File: src/rtl/dm_hart_status_fsm.sv
// Debug-module side of the hart run-control handshake for a single hart.
// Drives GO/RESUME flags and reports abstract-command status and errors.
module dm_hart_status_fsm #(
  parameter int unsigned TimeoutCycles = 1024
) (
  input  logic       clk_i,
  input  logic       rst_ni,
  input  logic       wr_halted_en_i,
  input  logic       wr_going_en_i,
  input  logic       wr_resuming_en_i,
  input  logic       wr_exception_en_i,
  input  logic       clear_resumeack_i,
  input  logic       cmd_valid_i,
  input  logic       resumereq_i,
  output logic       halted_o,
  output logic       resumeack_o,
  output logic       cmdbusy_o,
  output logic       go_o,
  output logic       resume_o,
  output logic       cmderror_valid_o,
  output logic [2:0] cmderror_o
);

  localparam int unsigned CntW =
    (TimeoutCycles > 0) ? $clog2(TimeoutCycles + 1) : 1;
  localparam bit TmoEn = (TimeoutCycles != 0);
  localparam logic [CntW-1:0] TmoLast = CntW'(TimeoutCycles - 1);
  localparam logic [CntW-1:0] TmoMax  = CntW'(TimeoutCycles);

  localparam logic [2:0] ErrException  = 3'd3;
  localparam logic [2:0] ErrHaltResume = 3'd4;
  localparam logic [2:0] ErrOther      = 3'd7;

  typedef enum logic [1:0] {
    IDLE,
    GO,
    EXEC,
    RESUME
  } state_e;

  state_e          state_q, state_d;
  logic [CntW-1:0] cnt_q, cnt_d;
  logic            halted_q, halted_d;
  logic            rack_q, rack_d;
  logic            errv_q, errv_d;
  logic [2:0]      err_q, err_d;
  logic            rack_clr;
  logic            tmo;
  logic            busy;

  assign busy = (state_q == GO) || (state_q == EXEC);
  assign tmo  = TmoEn && (cnt_q == TmoLast);

  always_comb begin
    state_d  = state_q;
    cnt_d    = cnt_q;
    errv_d   = 1'b0;
    err_d    = err_q;
    rack_clr = clear_resumeack_i;

    if (busy && TmoEn && (cnt_q != TmoMax)) begin
      cnt_d = cnt_q + 1'b1;
    end

    unique case (state_q)
      IDLE: begin
        if (cmd_valid_i) begin
          if (halted_q) begin
            state_d = GO;
            cnt_d   = '0;
          end else begin
            errv_d = 1'b1;
            err_d  = ErrHaltResume;
          end
        end else if (resumereq_i && halted_q) begin
          state_d  = RESUME;
          rack_clr = 1'b1;
        end
      end
      // A timeout beats a late going strobe so the command cannot hang.
      GO: begin
        if (tmo) begin
          state_d = IDLE;
          errv_d  = 1'b1;
          err_d   = ErrOther;
        end else if (wr_going_en_i) begin
          state_d = EXEC;
        end
      end
      EXEC: begin
        if (wr_exception_en_i) begin
          state_d = IDLE;
          errv_d  = 1'b1;
          err_d   = ErrException;
        end else if (wr_halted_en_i) begin
          state_d = IDLE;
        end else if (tmo) begin
          state_d = IDLE;
          errv_d  = 1'b1;
          err_d   = ErrOther;
        end
      end
      RESUME: begin
        if (wr_resuming_en_i) begin
          state_d = IDLE;
        end
      end
      default: state_d = IDLE;
    endcase

    halted_d = wr_halted_en_i ? 1'b1 :
               wr_resuming_en_i ? 1'b0 : halted_q;
    rack_d   = wr_resuming_en_i ? 1'b1 :
               rack_clr ? 1'b0 : rack_q;
  end

  always_ff @(posedge clk_i or negedge rst_ni) begin
    if (!rst_ni) begin
      state_q  <= IDLE;
      cnt_q    <= '0;
      halted_q <= 1'b0;
      rack_q   <= 1'b0;
      errv_q   <= 1'b0;
      err_q    <= 3'd0;
    end else begin
      state_q  <= state_d;
      cnt_q    <= cnt_d;
      halted_q <= halted_d;
      rack_q   <= rack_d;
      errv_q   <= errv_d;
      err_q    <= err_d;
    end
  end

  assign halted_o         = halted_q;
  assign resumeack_o      = rack_q;
  assign cmdbusy_o        = busy;
  assign go_o             = (state_q == GO);
  assign resume_o         = (state_q == RESUME);
  assign cmderror_valid_o = errv_q;
  assign cmderror_o       = err_q;

endmodule

File: config.mk
export PLATFORM = sky130hd
export DESIGN_NAME = dm_hart_status_fsm
export DESIGN_NICKNAME = d
export VERILOG_FILES = /design/src/rtl/dm_hart_status_fsm.sv
export SDC_FILE = /design/constraint.sdc
export NUM_CORES = 1
export LEC_CHECK = 0
export ABC_AREA = 1
export CAP_MARGIN = 15
export CORE_ASPECT_RATIO = 0.75
export CORE_UTILIZATION = 45
export CTS_BUF_LIST = sky130_fd_sc_hd__clkbuf_2 sky130_fd_sc_hd__clkbuf_4 sky130_fd_sc_hd__clkbuf_8
export DETAILED_ROUTE_END_ITERATION = 8
export GPL_TIMING_DRIVEN = 0
export HOLD_SLACK_MARGIN = 0.1
export PLACE_DENSITY = 0.75
export SYNTH_ARGS = -nofsm -noshare
export SYNTH_HDL_FRONTEND = slang
export SYNTH_SLANG_ARGS = --single-unit
File: constraint.sdc
create_clock -name clk_i -period 5.05 [get_ports clk_i]
set_clock_uncertainty 0.1 [all_clocks]
set_input_delay 1.01 -clock clk_i [delete_from_list [all_inputs] [get_ports clk_i]]
set_output_delay 1.01 -clock clk_i [all_outputs]
set_load 0.05 [all_outputs]
; Word-level counts from Yosys, hierarchy flattened
; Index checks and enable logic that the tools add are counted.
[word_totals]
register_bits = 19
out_inout_bits = 9
word_cells = 62
[op_classes]
addsub = 1
eq_ne = 13
n_mux = 33
reduce_logical = 9
[ops]
columns = operator, n
row1 = $mux 11, 4
row2 = $mux 2, 9
row3 = $mux 3, 5
row4 = $mux 1, 12
row5 = $add 11x1->11 const B, 1
row6 = $eq 11x10->1 const B, 1
row7 = $ne 11x11->1 const B, 1
row8 = $ne 3x3->1 const B, 3
row9 = $pmux 3 s3, 1
row10 = $pmux 2 s4, 1
row11 = $ne 2x2->1 const B, 3
row12 = $reduce_and 5->1, 1
row13 = $eq 2x2->1 const B, 2
row14 = $ne 4x4->1 const B, 1
row15 = $reduce_and 4->1, 1
row16 = $reduce_bool 2->1, 2
row17 = $ne 3x2->1 const B, 1
row18 = $pmux 1 s3, 1
row19 = $reduce_bool 3->1, 1
row20 = $eq 2x1->1 const B, 1
row21 = $logic_and 1x1->1, 2
row22 = $logic_not 2->1, 1
row23 = $logic_or 1x1->1, 1

; Longest topological paths before layout
; Gate-level depths: netlist of the first run.
[logic_depth]
ltp_word = 7
mapped_depth = 10

; Worst setup path after synthesis of the first run
; Ideal clock, no wire load.
[synth_timing]
path_type = reg-to-output
start = register state_q[0]
end = output cmdbusy_o
arrival_time_ns = 0.988
required_time_ns = 3.940
slack_ns = 2.952
path_stages_with_launch = 3
path_buffers = 0
path_cell_list = dfrtp_1 > inv_1 > ha_1
[synth_via]
elab_chain_cells = 2
[synth_rtl]
columns = item, line
row1 = from (decl), 41  ; state_e state_q, state_d;
row2 = from (signal assigned), 126  ; state_q <= state_d;
row3 = $eq 2x1->1 or $eq 2x2->1 (tied branches), 51  ; assign busy = (state_q == GO) || (state_q == EXEC);
row4 = $logic_or 1x1->1 *, 51
row5 = to (decl), 17  ; output logic cmdbusy_o,
; Every way passes the cells marked *; elsewhere a longest branch is shown, timed or not.

; Final worst setup path of the first run
; Same ends and word-level chain as after synthesis.

==> impl_metrics.ini, run 1 <==
[clocking]
clk_path_buf_depth = 2
clkLatencyLatePin_ns = 0.30
numCtsBuffers = 3
clockRootBuffer = clkbuf_4
clkSinkCount = 19
cts_htree_levels = 1
holdBufCountCts = 0
cts_tree = done
path_clk_slew_ns = 0.11
post_cts_resize_count = 0
post-cts-setup-buffer-count = 0

[global_routing]
grt_max_degree = 20
grt-ovfl-total = 0
grt_pass1_wl_um = 4350
grt_pass1_vias = 1001
track_usage_pct = 19.7
grt_antenna_before_repair = 0

[critical_path]
critPathSlowestCell = clkdlybuf4s50_1
crit_chain = inv_1, ha_1, clkdlybuf4s50_1
rr_endpoint = cmderror_o[0]
regToRegSetupSlack_ns = 3.20
worst_path_largest_cell_delay_ns = 0.81
critPathRequiredTime_ns = 3.94
cp-startpoint = state_q[0]
path_buf_inv = 2
worstSetupPathDepth = 3
path_delay_family = buffers and inverters
start_kind = flop
crit_path_end_kind = primary output
cp.arrival_ns = 1.93
worstReg2RegStart = state_q[0]
critical_path_class = flop to primary output
crit_fanout = 4
ff2ff_path_depth = 9
critPathCapture = cmdbusy_o

[cells_and_area]
fin_area_mm2 = 0.00148
fin_nets = 213
fin_cells = 233
multiInputGateArea_um2 = 608
diodes = 0
final_common_cell = nand2_1
final_cell_mix = nand2_1 (40), inv_1 (31), nor2_1 (26)
seq_area_um2 = 475
syn2layout_area_growth_pct = 19.9
fin_util_pct = 56.7
n_fill_cell = 260
drive_above_1_share_pct = 7.61

[drt]
post_drt_wl_per_cell_um = 11.4
first_pass_iters = 4
drc = 0
viasPerCell = 4.88
wl_um = 2650
drtIter0Drc = 49
dr_total_vias = 1138
ant_nets = 0

[placement]
hpwl_um = 2080
gp_congestion = 0.847
dp.cells = 229
post-place-ws_ns = 2.37
postPlaceCellArea_mm2 = 0.00145
io_buffers = 17

[synthesis]
ys_ff_latch = 19
yosysSeqAreaShare_pct = 38.7
synth_warnings = 0
synth.distinct_cells = 22
postSynthCellCount = 176
syn_area_per_cell_um2 = 6.99
syn_area_mm2 = 0.00123
synthesis.nets = 191

[sta]
setup_ws_ns = 2.01
fin_crit_ns = 3.04
slew_viol_final = 0
finalCritPeriodShare_pct = 60.2
slew_headroom_pct = 42.1
hold_viol_final = 0
rsz0062_at_grt = false
fmaxAchievable_mhz = 329
worst_pin_slew_ns = 0.866
fin_hold_ws_ns = 0.418
setup_violations = 0
fin_tns_setup_ns = 0

[power_and_ir_drop]
total_power_uw = 805
peakVddDrop_v = 0.000256
power.density_mw_per_mm2 = 546
p_leak_nw = 0.728

[die]
die-area_mm2 = 0.00295
start_util_pct = 47.3
die_h_um = 47.3
die_w_um = 62.4
rows = 16
coreArea_mm2 = 0.00260
io_pins = 18

[run_status]
outcome = finished, final reports clean

[run]
cap_violations = 0

[min_path]
holdCritPathClass = flop to flop
==> cell usage after synthesis, drive strengths merged <==
cell type,instances,area (um2)
o21bai,1,7.51
o21ba,1,10.0
nor2,27,104
nor3b,1,7.51
nand2,42,168
nor3,7,40.0
nand3,9,45.0
o21ai,12,60.1
ha,6,75.1
buf,2,18.8
inv,34,128
nand4,5,37.5
a41oi,1,8.76
a21oi,9,45.0
dfrtp,19,475
==> area by class of cell <==
type | count | area share [%]
multi-input combinational | 121 | 41.2
sequential | 19 | 32.2
timing repair buffer | 17 | 11.5
inverter | 34 | 8.65
tap | 36 | 3.05
clock buffer | 4 | 2.04
buffer | 2 | 1.27
==> worst min path at each step <==
stage / slack (ns) / endpoint / depth (start not counted) / from
after floorplan: 0.40 / state_q[0] / 2 / state_q[0]
final: 0.42 / cmderror_o[2] / 2 / cmderror_o[2]
after global routing: 0.45 / cmderror_o[1] / 2 / cmderror_o[1]
after global placement: 0.39 / cmderror_o[2] / 2 / cmderror_o[2]
after detailed placement: 0.40 / cmderror_o[2] / 2 / cmderror_o[2]
after CTS: 0.42 / cmderror_o[1] / 2 / cmderror_o[1]
==> power by group <==
| part | internal [mW] | total (mW) | switching [mW] |
|---|---|---|---|
| Sequential | 0.194 | 0.225 | 0.0316 |
| Combinational | 0.172 | 0.496 | 0.323 |
| Clock | 0.0362 | 0.0841 | 0.0479 |
| Total | 0.402 | 0.805 | 0.403 |
==> registers in the layout, indices dropped and copies added (netlist names) <==
signal and count:
cnt_q 11, cmderror_o 3, state_q 2, cmderror_valid_o 1
halted_o 1, resumeack_o 1
==> cells by family after synthesis <==
group / share of synthesized area, %
buf+inv: 11.9
fa+ha+maj: 6.10
flops: 38.7
simple gates: 32.7
compound gates: 10.7
==> worst reg2reg max path: cells and delay by family, from the launching register on <==
kind / cells / cell delay (ns)
compound gates: 3 / 0.47
fa+ha+maj: 1 / 0.30
flops: 1 / 0.43
buf+inv: 4 / 0.42
simple gates: 1 / 0.07
==> layer usage <==
layer / track usage, % / part of all wire [%] / up-vias
met5: 0 / 0 / -
met4: 8.37 / 0.75 / 0
met3: 4.37 / 3.1 / 2
met2: 31.4 / 46 / 19
met1: 26.7 / 50 / 522
li1: - / - / 595
(Power assumes the default switching activity.)
==> run 2: changes to the inputs <==
clock period = 3.02 ns   (was 5.05 ns; I/O delays follow)
==> results of run 2 <==
Same layout as run 1 (identical final DEF). Status: finished, final reports clean.
Main changes from that run: setup slack after placement 2.37 ns -> 0.747 ns; setup slack after layout 2.01 ns -> 0.388 ns; register-to-register setup slack 3.20 ns -> 1.17 ns; total power 0.805 mW -> 1.35 mW; worst IR drop on VDD 0.000256 V -> 0.000429 V
==> run 3: changes to the inputs <==
ABC_AREA = unset   (was 1)
PLACE_DENSITY = 0.77   (was 0.75)
clock period = 2.8 ns   (was 3.02 ns; I/O delays follow)
==> impl_metrics.ini, run 3 <==
[min_path]
holdCritPathClass = flop to flop
whs_endpoint = cmderror_o[1]
hold_path_depth = 1
hold_start = cmderror_o[1]

[sta]
rsz0062_at_grt = false
slew_headroom_pct = 41.5
finalCritPeriodShare_pct = 91.9
hold_viol_final = 0
fin_crit_ns = 2.57
fin_hold_ws_ns = 0.402
worst_pin_slew_ns = 0.874
fin_tns_setup_ns = 0
setup_violations = 0
fmaxAchievable_mhz = 389
slew_viol_final = 0

[run_status]
violations = design-rule violations
outcome = finished, violations left

[die]
die-area_mm2 = 0.00254
start_util_pct = 50.2
coreArea_mm2 = 0.00210
io_pins = 18
die_w_um = 57.9
rows = 14
die_h_um = 43.9

[clocking]
clk_path_buf_depth = 2
cts_tree = done
clkSinkCount = 19
clkLatencyLatePin_ns = 0.30
post_cts_resize_count = 0
holdBufCountCts = 0
clockRootBuffer = clkbuf_4
cts_htree_levels = 1
path_clk_slew_ns = 0.11
post-cts-setup-buffer-count = 0
numCtsBuffers = 3

[critical_path]
worstReg2RegStart = state_q[0]
crit_path_end_kind = primary output
regToRegSetupSlack_ns = 0.61
cp.arrival_ns = 1.91
rr_endpoint = cnt_q[9]
start_kind = flop
critPathRequiredTime_ns = 2.14
ff2ff_path_depth = 7
critical_path_class = flop to primary output
crit_fanout = 4

[cells_and_area]
drive_above_1_share_pct = 6.06
top_register = cnt_q
fin_nets = 148
syn2layout_area_growth_pct = 21.8
diodes = 0
fin_util_pct = 61.1
final_cell_mix = dfrtp_1 (19), clkdlybuf4s50_1 (17), nand2_1 (11)
largest_reg_flops = 11
final_common_cell = dfrtp_1

[synthesis]
synthesis.nets = 126
ys_ff_latch = 19
yosysTopAreaCell = dfrtp_1
async_flop_share_pct = 100
synth.distinct_cells = 33
yosysSeqAreaShare_pct = 45.1
synth_edf_count = 0
synth_warnings = 0
syn_area_per_cell_um2 = 9.50
yosysMostFrequentCell = dfrtp_1
postSynthCellCount = 111
synth_common_cells = dfrtp_1 (19), nand2_1 (11), inv_1 (9), nor2_1 (9), a21oi_1 (7)
ys.flop_type = dfrtp_1
syn_area_mm2 = 0.00105
synth_top_area_share_pct = 45.1
synth_area_leaders = dfrtp_1 (45%), ha_1 (7.1%), nand2_1 (3.9%)

[placement]
gp_congestion = 0.810
io_buffers = 17
hpwl_um = 1610

[global_routing]
track_usage_pct = 19.6
grt_antenna_before_repair = 0
grt_max_degree = 20
grt_pass1_vias = 838
grt_pass1_wl_um = 3750
grt-ovfl-total = 0

[drt]
post_drt_wl_per_cell_um = 14.0
first_pass_iters = 6
wl_um = 2180
viasPerCell = 5.65
drtIter0Drc = 20
ant_nets = 0
dr_total_vias = 882
drc = 1

[power_and_ir_drop]
total_power_mw = 1.38
power.density_mw_per_mm2 = 1070
peakVddDrop_v = 0.000503
p_leak_nw = 0.565

[run]
cap_violations = 0
[run 3: cell types whose count changed after synthesis, moves of 3 or more]
cell      change
nand2_1      -29
inv_1        -22
nor2_1       -17
nand3_1       -9
o21ai_0       -6
xnor2_1       +4
inv_2         -3
nand2b_1      +3
nand3b_1      +3
[run 3: area by class of cell]
| cell class | count | area, um2 |
|---|---|---|
| well taps | 24 | 30.0 |
| multi-input cells | 81 | 538 |
| inverters | 9 | 33.8 |
| plain buffers | 2 | 7.51 |
| repair buffers | 17 | 170 |
| clock buffers | 4 | 30.0 |
| flip-flops and latches | 19 | 475 |
| fillers | 183 | 817 |
[run 3: routing by layer]
metal  vias to the layer above  wire length (um)  global-route usage (%)
li1                        429                 -                       -
met5                         -                 0                       0
met2                        24               934                    30.8
met3                         2               107                    6.27
met4                         0                13                    2.86
met1                       427              1130                    27.2
[run 3: critical path, cell delays in order, from the launching register on]
cell             delay [ns]
dfrtp_1                0.41
inv_1                  0.08
ha_1                   0.32
clkdlybuf4s50_1        0.81
[run 3: power by group]
part / internal [mW] / switching [mW] / leakage (nW)
logic: 0.309 / 0.495 / 0.301
clock network: 0.0653 / 0.0884 / 0.0184
registers: 0.351 / 0.0698 / 0.246
[run 3: worst max-delay path by stage]
stage | start | endpoint | cells after the start
final | state_q[0] | cmdbusy_o | 3
after global routing | state_q[1] | cmdbusy_o | 3
after CTS | state_q[0] | cmdbusy_o | 3
after detailed placement | state_q[0] | cmdbusy_o | 3
after global placement | state_q[1] | cmdbusy_o | 3
after floorplan | state_q[0] | cnt_q[5] | 6
[run 3: metrics by stage]
step / setup slack [ns] / instance area (um2) / instances
2_1_floorplan: 0.646 / 1050 / 111
3_3_place_gp: 0.581 / 1250 / 152
3_5_place_dp: 0.567 / 1250 / 152
4_1_cts: 0.222 / 1280 / 156
5_1_grt: 0.157 / 1280 / 156
6_report: 0.227 / 1280 / 156
[run 3: cell families after synthesis]
group / after synthesis / synth area share, %
AND/OR/NAND/NOR: 43 / 22.1
multiplexers: 2 / 2.02
flip-flops: 19 / 45.1
buffers and inverters: 11 / 3.91
AO/OA/AOI/OAI: 24 / 14.8
adder cells (fa/ha/maj): 6 / 7.12
XOR/XNOR: 6 / 4.98
